**config.mk**
```make
export PLATFORM = sky130hd
export DESIGN_NAME = sprite_blitter
export DESIGN_NICKNAME = d
export VERILOG_FILES = /design/src/rtl/sprite_blitter.sv
export SDC_FILE = /design/constraint.sdc
export NUM_CORES = 1
export LEC_CHECK = 0
export CAP_MARGIN = 25
export CORE_MARGIN = 2
export CORE_UTILIZATION = 54
export CTS_CLUSTER_SIZE = 28
export DETAILED_ROUTE_END_ITERATION = 12
export GPL_TIMING_DRIVEN = 0
export MAX_ROUTING_LAYER = met4
export PLACE_DENSITY_LB_ADDON = 0.2
export REMOVE_ABC_BUFFERS = 1
export SLEW_MARGIN = 10
export SYNTH_ARGS = -nofsm -noshare
export SYNTH_HDL_FRONTEND = slang
export SYNTH_SLANG_ARGS = --single-unit
```
**constraint.sdc**
```tcl
create_clock -name Clk -period 5.2 [get_ports Clk]
set_clock_uncertainty 0.15 [all_clocks]
set_input_delay 1.04 -clock Clk [delete_from_list [all_inputs] [get_ports Clk]]
set_output_delay 1.04 -clock Clk [all_outputs]
set_load 0.005 [all_outputs]
```
**src/rtl/sprite_blitter.sv**
```systemverilog
// Sprite blitter: copies one sprite's ROM image into the back frame buffer, skipping transparent/off-screen pixels.
// Optional horizontal mirroring is compiled in with `define SPRITE_FLIP_EN.
module sprite_blitter #(
  parameter int SPRITE_W  = 24,
  parameter int SPRITE_H  = 45,
  parameter int SCREEN_W  = 640,
  parameter int SCREEN_H  = 480,
  parameter int PIX_BITS  = 5,
  parameter int ROM_ABITS = 11,
  parameter int FB_ABITS  = 19
) (
  input  logic                 Clk,
  input  logic                 Reset,
  input  logic                 start,
  input  logic [9:0]           spriteX,
  input  logic [9:0]           spriteY,
  input  logic                 flipH,
  output logic                 busy,
  output logic                 done,
  output logic [ROM_ABITS-1:0] romAddr,
  input  logic [PIX_BITS-1:0]  romData,
  output logic [FB_ABITS-1:0]  fbAddr,
  output logic [PIX_BITS-1:0]  fbData,
  output logic                 fbWe,
  input  logic                 fbReady
);

  localparam int COL_BITS = (SPRITE_W > 1) ? $clog2(SPRITE_W) : 1;
  localparam int ROW_BITS = (SPRITE_H > 1) ? $clog2(SPRITE_H) : 1;

  typedef enum logic [2:0] {IDLE, FETCH, CAPTURE, WRITE, DONE} state_t;

  state_t              state, nextState;
  logic [9:0]          xLat, yLat;
  logic [COL_BITS-1:0] col, nCol;
  logic [ROW_BITS-1:0] row, nRow;
  logic                skip;
  logic                advance, lastPix;
  logic [10:0]         sx, sy;

`ifdef SPRITE_FLIP_EN
  logic flipLat;

  function automatic logic [ROM_ABITS-1:0] romIndex(input logic [ROW_BITS-1:0] r,
                                                    input logic [COL_BITS-1:0] c,
                                                    input logic f);
    logic [COL_BITS-1:0] cc;
    cc = f ? (COL_BITS'(SPRITE_W - 1) - c) : c;
    return ROM_ABITS'(32'(r) * SPRITE_W + 32'(cc));
  endfunction
`else
  logic unusedFlip;
  assign unusedFlip = flipH;

  function automatic logic [ROM_ABITS-1:0] romIndex(input logic [ROW_BITS-1:0] r,
                                                    input logic [COL_BITS-1:0] c);
    return ROM_ABITS'(32'(r) * SPRITE_W + 32'(c));
  endfunction
`endif

  assign lastPix = (row == ROW_BITS'(SPRITE_H - 1)) && (col == COL_BITS'(SPRITE_W - 1));
  assign advance = (state == WRITE) && (skip || fbReady);
  assign nCol    = (col == COL_BITS'(SPRITE_W - 1)) ? '0 : col + 1'b1;
  assign nRow    = (col == COL_BITS'(SPRITE_W - 1)) ? row + 1'b1 : row;
  assign sx      = {1'b0, xLat} + 11'(col);
  assign sy      = {1'b0, yLat} + 11'(row);

  always_ff @(posedge Clk) begin
    if (Reset) state <= IDLE;
    else       state <= nextState;
  end

  always_comb begin
    nextState = state;
    case (state)
      IDLE:    if (start) nextState = FETCH;
      FETCH:   nextState = CAPTURE;
      CAPTURE: nextState = WRITE;
      WRITE:   if (advance) nextState = lastPix ? DONE : FETCH;
      DONE:    nextState = IDLE;
      default: nextState = IDLE;
    endcase
  end

  always_comb begin
    busy = (state == FETCH) || (state == CAPTURE) || (state == WRITE);
    done = (state == DONE);
    fbWe = (state == WRITE) && !skip;
  end

  // romAddr is loaded on entry to FETCH so the registered ROM returns data in CAPTURE.
  always_ff @(posedge Clk) begin
    if (Reset) begin
      xLat    <= '0;
      yLat    <= '0;
      row     <= '0;
      col     <= '0;
      skip    <= 1'b0;
      romAddr <= '0;
      fbAddr  <= '0;
      fbData  <= '0;
`ifdef SPRITE_FLIP_EN
      flipLat <= 1'b0;
`endif
    end else begin
      case (state)
        IDLE: if (start) begin
          xLat <= spriteX;
          yLat <= spriteY;
          row  <= '0;
          col  <= '0;
`ifdef SPRITE_FLIP_EN
          flipLat <= flipH;
          romAddr <= romIndex('0, '0, flipH);
`else
          romAddr <= romIndex('0, '0);
`endif
        end
        CAPTURE: begin
          fbData <= romData;
          fbAddr <= FB_ABITS'(32'(sy) * SCREEN_W + 32'(sx));
          skip   <= (romData == '0) || (sx >= 11'(SCREEN_W)) || (sy >= 11'(SCREEN_H));
        end
        WRITE: if (advance && !lastPix) begin
          row <= nRow;
          col <= nCol;
`ifdef SPRITE_FLIP_EN
          romAddr <= romIndex(nRow, nCol, flipLat);
`else
          romAddr <= romIndex(nRow, nCol);
`endif
        end
        default: ;
      endcase
    end
  end

endmodule

```
======== Word-level counts from Yosys, hierarchy flattened ========
Cells that the tools add are included.
word-level totals
  flip-flop bits (word level) ............. 70
  output and inout bits ................... 38
  bits of input ports ..................... 30
  logic and storage cells ................. 60
operators by class
  add/subtract/negate cells ............... 6
  $mul .................................... 2
  equal/unequal tests ..................... 9
  $lt $le $gt $ge ......................... 2
  reductions and logical operators ........ 17
  mux-type cells .......................... 15
operators with widths
  operator               count
  $mux 11                2
  $pmux 11 s2            1
  $add 19x11->19         1
  $mux 6                 3
  $mux 5                 3
  $mul 11x3->12 const B  1
  $pmux 3 s4             1
  $pmux 6 s2             1
  $add 10x5->11          1
  $add 10x6->11          1
  $add 11x5->11          1
  $ge 11x10->1 const B   1
  $ge 11x9->1 const B    1
  $pmux 5 s2             1
  $mux 3                 3
  $mul 6x2->8 const B    1
  $add 6x1->6 const B    1
  $eq 3x2->1 const B     2
  $eq 6x6->1 const B     1
  $add 5x1->5 const B    1
  $eq 5x5->1 const B     1
  $logic_not 5->1        1
  $logic_or 1x1->1       5
  $logic_and 1x1->1      4
  other kinds (9)        12

======== Depth between registers and ports, before layout ========
  depth after elaboration ................. 6
  depth in mapped cells ................... 18
  depth with buffers taken out ............ 18

======== Least setup slack after synthesis ========
No wires, ideal clock.
  kind .................................... flip-flop to flip-flop
  from .................................... register row[0]
  to ...................................... register fbAddr[18]
  setup slack ............................. 1276 ps
  period minus slack after synthesis ...... 3924 ps
  setup time .............................. 86 ps
  cell stages (with the launch flop) ...... 18
  data required time ...................... 4964 ps
  arrival time ............................ 3689 ps
  buffers on the path ..................... 0
  cell sequence ........................... dfxtp_1 -> ha_1 -> inv_1 -> fa_1 -> nor2b_1 -> o21a_1 -> o21ai_0 -> a21oi_1 -> and3_1 -> xor2_1 -> ha_1 -> ha_1 -> or4_1 -> o22ai_1 -> xnor2_1 -> nand4_1 -> xnor2_1 -> a211oi_1
between the ends
  cells in the longest elaborated chain, start to end .. 3
ends and longest elaborated chain
  item                    line  text
  from (decl)             36    logic [ROW_BITS-1:0] row, nRow;
  from (signal assigned)  125   row <= nRow;
  $add 10x6->11           66    assign sy = {1'b0, yLat} + 11'(row);
  $mul 11x3->12           121   fbAddr <= FB_ABITS'(32'(sy) * SCREEN_W + 32'(sx));
  $add 19x11->19          121
  to (signal assigned)    121
  to (decl)               22    output logic [FB_ABITS-1:0] fbAddr,
No other way between the ends.
A chain may end at the register's enable or synchronous reset.

======== Worst setup path after layout ========
Same ends and word-level chain as after synthesis.

==> results.sh <==
export IMPL_worstPathRequired_ns=5.31
export IMPL_setup_ws_ns=0.913
export IMPL_yosys_warnings=0
export IMPL_wl_per_cell_um=13.5
export IMPL_hold_buffers=0
export IMPL_die_x_um=93.2
export IMPL_rr_startpoint="row[0]"
export IMPL_nNetsFinal=668
export IMPL_drv_slew=0
export IMPL_via_per_inst=5.45
export IMPL_hold_viol_final=0
export IMPL_clock_sinks=67
export IMPL_drt_first_pass_iters=7
export IMPL_insertion_delay_ns=0.35
export IMPL_grt_pass1_wl_um=16200
export IMPL_syn_cell_area_mm2=0.00430
export IMPL_n_fill_cell=652
export IMPL_boundaryPins=68
export IMPL_worstMarginPinSlew_ns=0.960
export IMPL_rsz0062_at_grt="false"
export IMPL_grt_max_degree=49
export IMPL_hold_start="fbAddr[2]"
export IMPL_crit_chain="ha_1 -> inv_1 -> fa_1 -> nor2b_1 -> o21a_1 -> o21ai_0 -> a21oi_1 -> and3_1 -> xor2_1 -> ha_1 -> ha_1 -> or4_1 -> o22ai_1 -> xnor2_1 -> nand4_1 -> xnor2_1 -> a211oi_1"
export IMPL_syn_inst=535
export IMPL_cts_tree="yes"
export IMPL_die_h_um=93.2
export IMPL_synth_common_cells="96 x nand2_1, 67 x a21oi_1, 67 x dfxtp_1"
export IMPL_antenna_cells=0
export IMPL_cts_clk_slew_worst_paths_ns=0.07
export IMPL_ir_worst_vdd_mv=0.140
export IMPL_place_worst_setup_slack_ns=0.955
export IMPL_rows=32
export IMPL_crit_fanout=8
export IMPL_grt_pass1_vias=3646
export IMPL_power_leakage_nw=2.23
export IMPL_cts_root_buf="clkbuf_8"
export IMPL_fmax_mhz=233
export IMPL_fin_setup_tns_ns=0
export IMPL_path_buf_inv=1
export IMPL_synth_cell_types=46
export IMPL_cp_common_cell="ha_1"
export IMPL_post_route_min_period_ns=4.29
export IMPL_clk_path_buf_depth=2
export IMPL_period_share_pct=82.4
export IMPL_cts_buffers=9
export IMPL_relSlewSlack_pct=35.6
export IMPL_antenna_found_initial=0
export IMPL_worstSetupPathType="reg2reg"
export IMPL_synth_most_common_cell="nand2_1"
export IMPL_overflow=0
export IMPL_drive_gt1_share_pct=4.70
export IMPL_yosysTopAreaCellShare_pct=31.2
export IMPL_drt_iter0_markers=171
export IMPL_cp_start_kind="register"
export IMPL_arrival_ns=4.40
export IMPL_drc=0
export IMPL_synth_main_ff_cell="dfxtp_1"
export IMPL_htreeDepth=3
export IMPL_post_cts_setup_buffers=0
export IMPL_setup_violations=0
export IMPL_synth_edff_count=0
export IMPL_power_density_mw_per_mm2=231
export IMPL_portBuffers=66
export IMPL_rrSetupSlack_ns=0.91
export IMPL_gp_congestion=0.843
export IMPL_cp_slowest_cell="dfxtp_1"
export IMPL_avgSynthCellArea_um2=8.03
export IMPL_initial_core_util_pct=55.6
export IMPL_async_flop_share_pct=0
export IMPL_track_usage_pct=23.7
export IMPL_core_mm2=0.00773
export IMPL_outcome="finished clean"
export IMPL_syn2layout_area_growth_pct=22.1
export IMPL_yosys_top_cells_area="dfxtp_1 31%, ha_1 12%, nand2_1 8.4%"
export IMPL_synth_top_area_cell="dfxtp_1"
export IMPL_crit_family="adder cells"
export IMPL_synth_seq_cells=67
export IMPL_die_area_mm2=0.00869
export IMPL_slowest_delay_ns=0.48
export IMPL_ctsResizeCount=0
export IMPL_hp_class="reg2reg"
export IMPL_drv_cap=0
export IMPL_seq_area_frac_synth_pct=31.2
export IMPL_wirelength_um=9420
export IMPL_cp_end_kind="register"
export IMPL_dp_hpwl_um=7150
export IMPL_vias=3803
export IMPL_startpoint="row[0]"
export IMPL_ant_nets=0
## placed cells by master (no fill, tap or decap), drive strengths merged, types with 3 or more instances in the layout
master         synthesis  final
a21oi                 67     67
a211oi                12     12
nor3                   8      8
ha                    41     41
xnor2                 32     32
clkdlybuf4s50          0     65
nand4                  5      5
dfxtp                 67     67
nand3b                 3      3
nand3                 19     19
buf                    3      6
or3                    4      4
and3                   5      5
nor2                  34     34
a21o                   9      9
xor2                  17     17
nor4                   4      4
o21bai                 5      5
o21ai                 17     17
fa                     6      6
inv                   21     21
clkbuf                23     13
nor3b                  4      4
nand2                 96     96
nor2b                  6      6
## per-stage QoR
stage               total power [mW]  area (um^2)  util (%)  hold slack [ns]  instances
floorplan                      0.676         4190         -            0.284        509
global placement               0.757         4980      64.4            0.288        677
CTS                             1.22         5250      67.9            0.303        698
detailed placement             0.769         5040      65.3            0.294        682
global route                    1.27         5250      67.9            0.324        698
finish                          1.21         5250      67.9            0.300        698
## final cells by class
class | instances | area (um^2) | share of cell area, %
tap | 102 | 128 | 2.43
clock inverter | 3 | 46.3 | 0.882
timing repair buffer | 71 | 717 | 13.7
sequential | 67 | 1340 | 25.6
multi-input combinational | 421 | 2780 | 52.9
clock buffer | 13 | 159 | 3.03
inverter | 21 | 78.8 | 1.50
## path summary, 6_finish.rpt
| path | endpoint | depth (start not counted) |
|---|---|---|
| worst min register to register | fbAddr[2] | 2 |
| worst min-delay path | fbAddr[2] | 2 |
| worst max-delay path | fbAddr[18] | 17 |
| worst max register to register | fbAddr[18] | 17 |
## logic make-up (layout without fill, tap and decap cells)
kind of cell             after synthesis  count (layout)  share of synthesized area, %
adder cells (fa/ha/maj)               47              47                          14.7
buffers and inverters                 47             108                          4.37
XOR/XNOR                              49              49                          9.99
flip-flops                            67              67                          31.2
AND/OR/NAND/NOR                      201             201                          22.7
AO/OA/AOI/OAI                        124             124                          17.0
## power by group
part           total (mW)  leakage (nW)  switching (mW)  internal, mW
clock network       0.454        0.0998           0.205         0.249
registers           0.555         0.545          0.0186         0.537
logic               0.203          1.59           0.105        0.0976
total                1.21          2.23           0.328         0.883
## layer usage
metal | vias to the layer above | part of all wire (%) | track usage (%)
met4 | 0 | 1.4 | 7.72
met1 | 1748 | 47 | 30.7
met5 | - | 0 | -
met3 | 11 | 5.0 | 4.43
li1 | 1962 | - | -
met2 | 82 | 46 | 37.9
## state kept, by name (all words and copies together) (netlist names)
register	count
romAddr	11
col	2
fbAddr	19
state	3
row	6
fbData	5
skip	1
yLat	10
xLat	10
## tightest hold or removal path: cells and delay by family, from the launching register on
family / cells / cell delay [ns]
AOI/OAI and AO/OA: 1 / 0.05
DFF: 1 / 0.31
and+or+nand+nor: 1 / 0.05
Note: power is estimated with default switching activity, not from simulation.
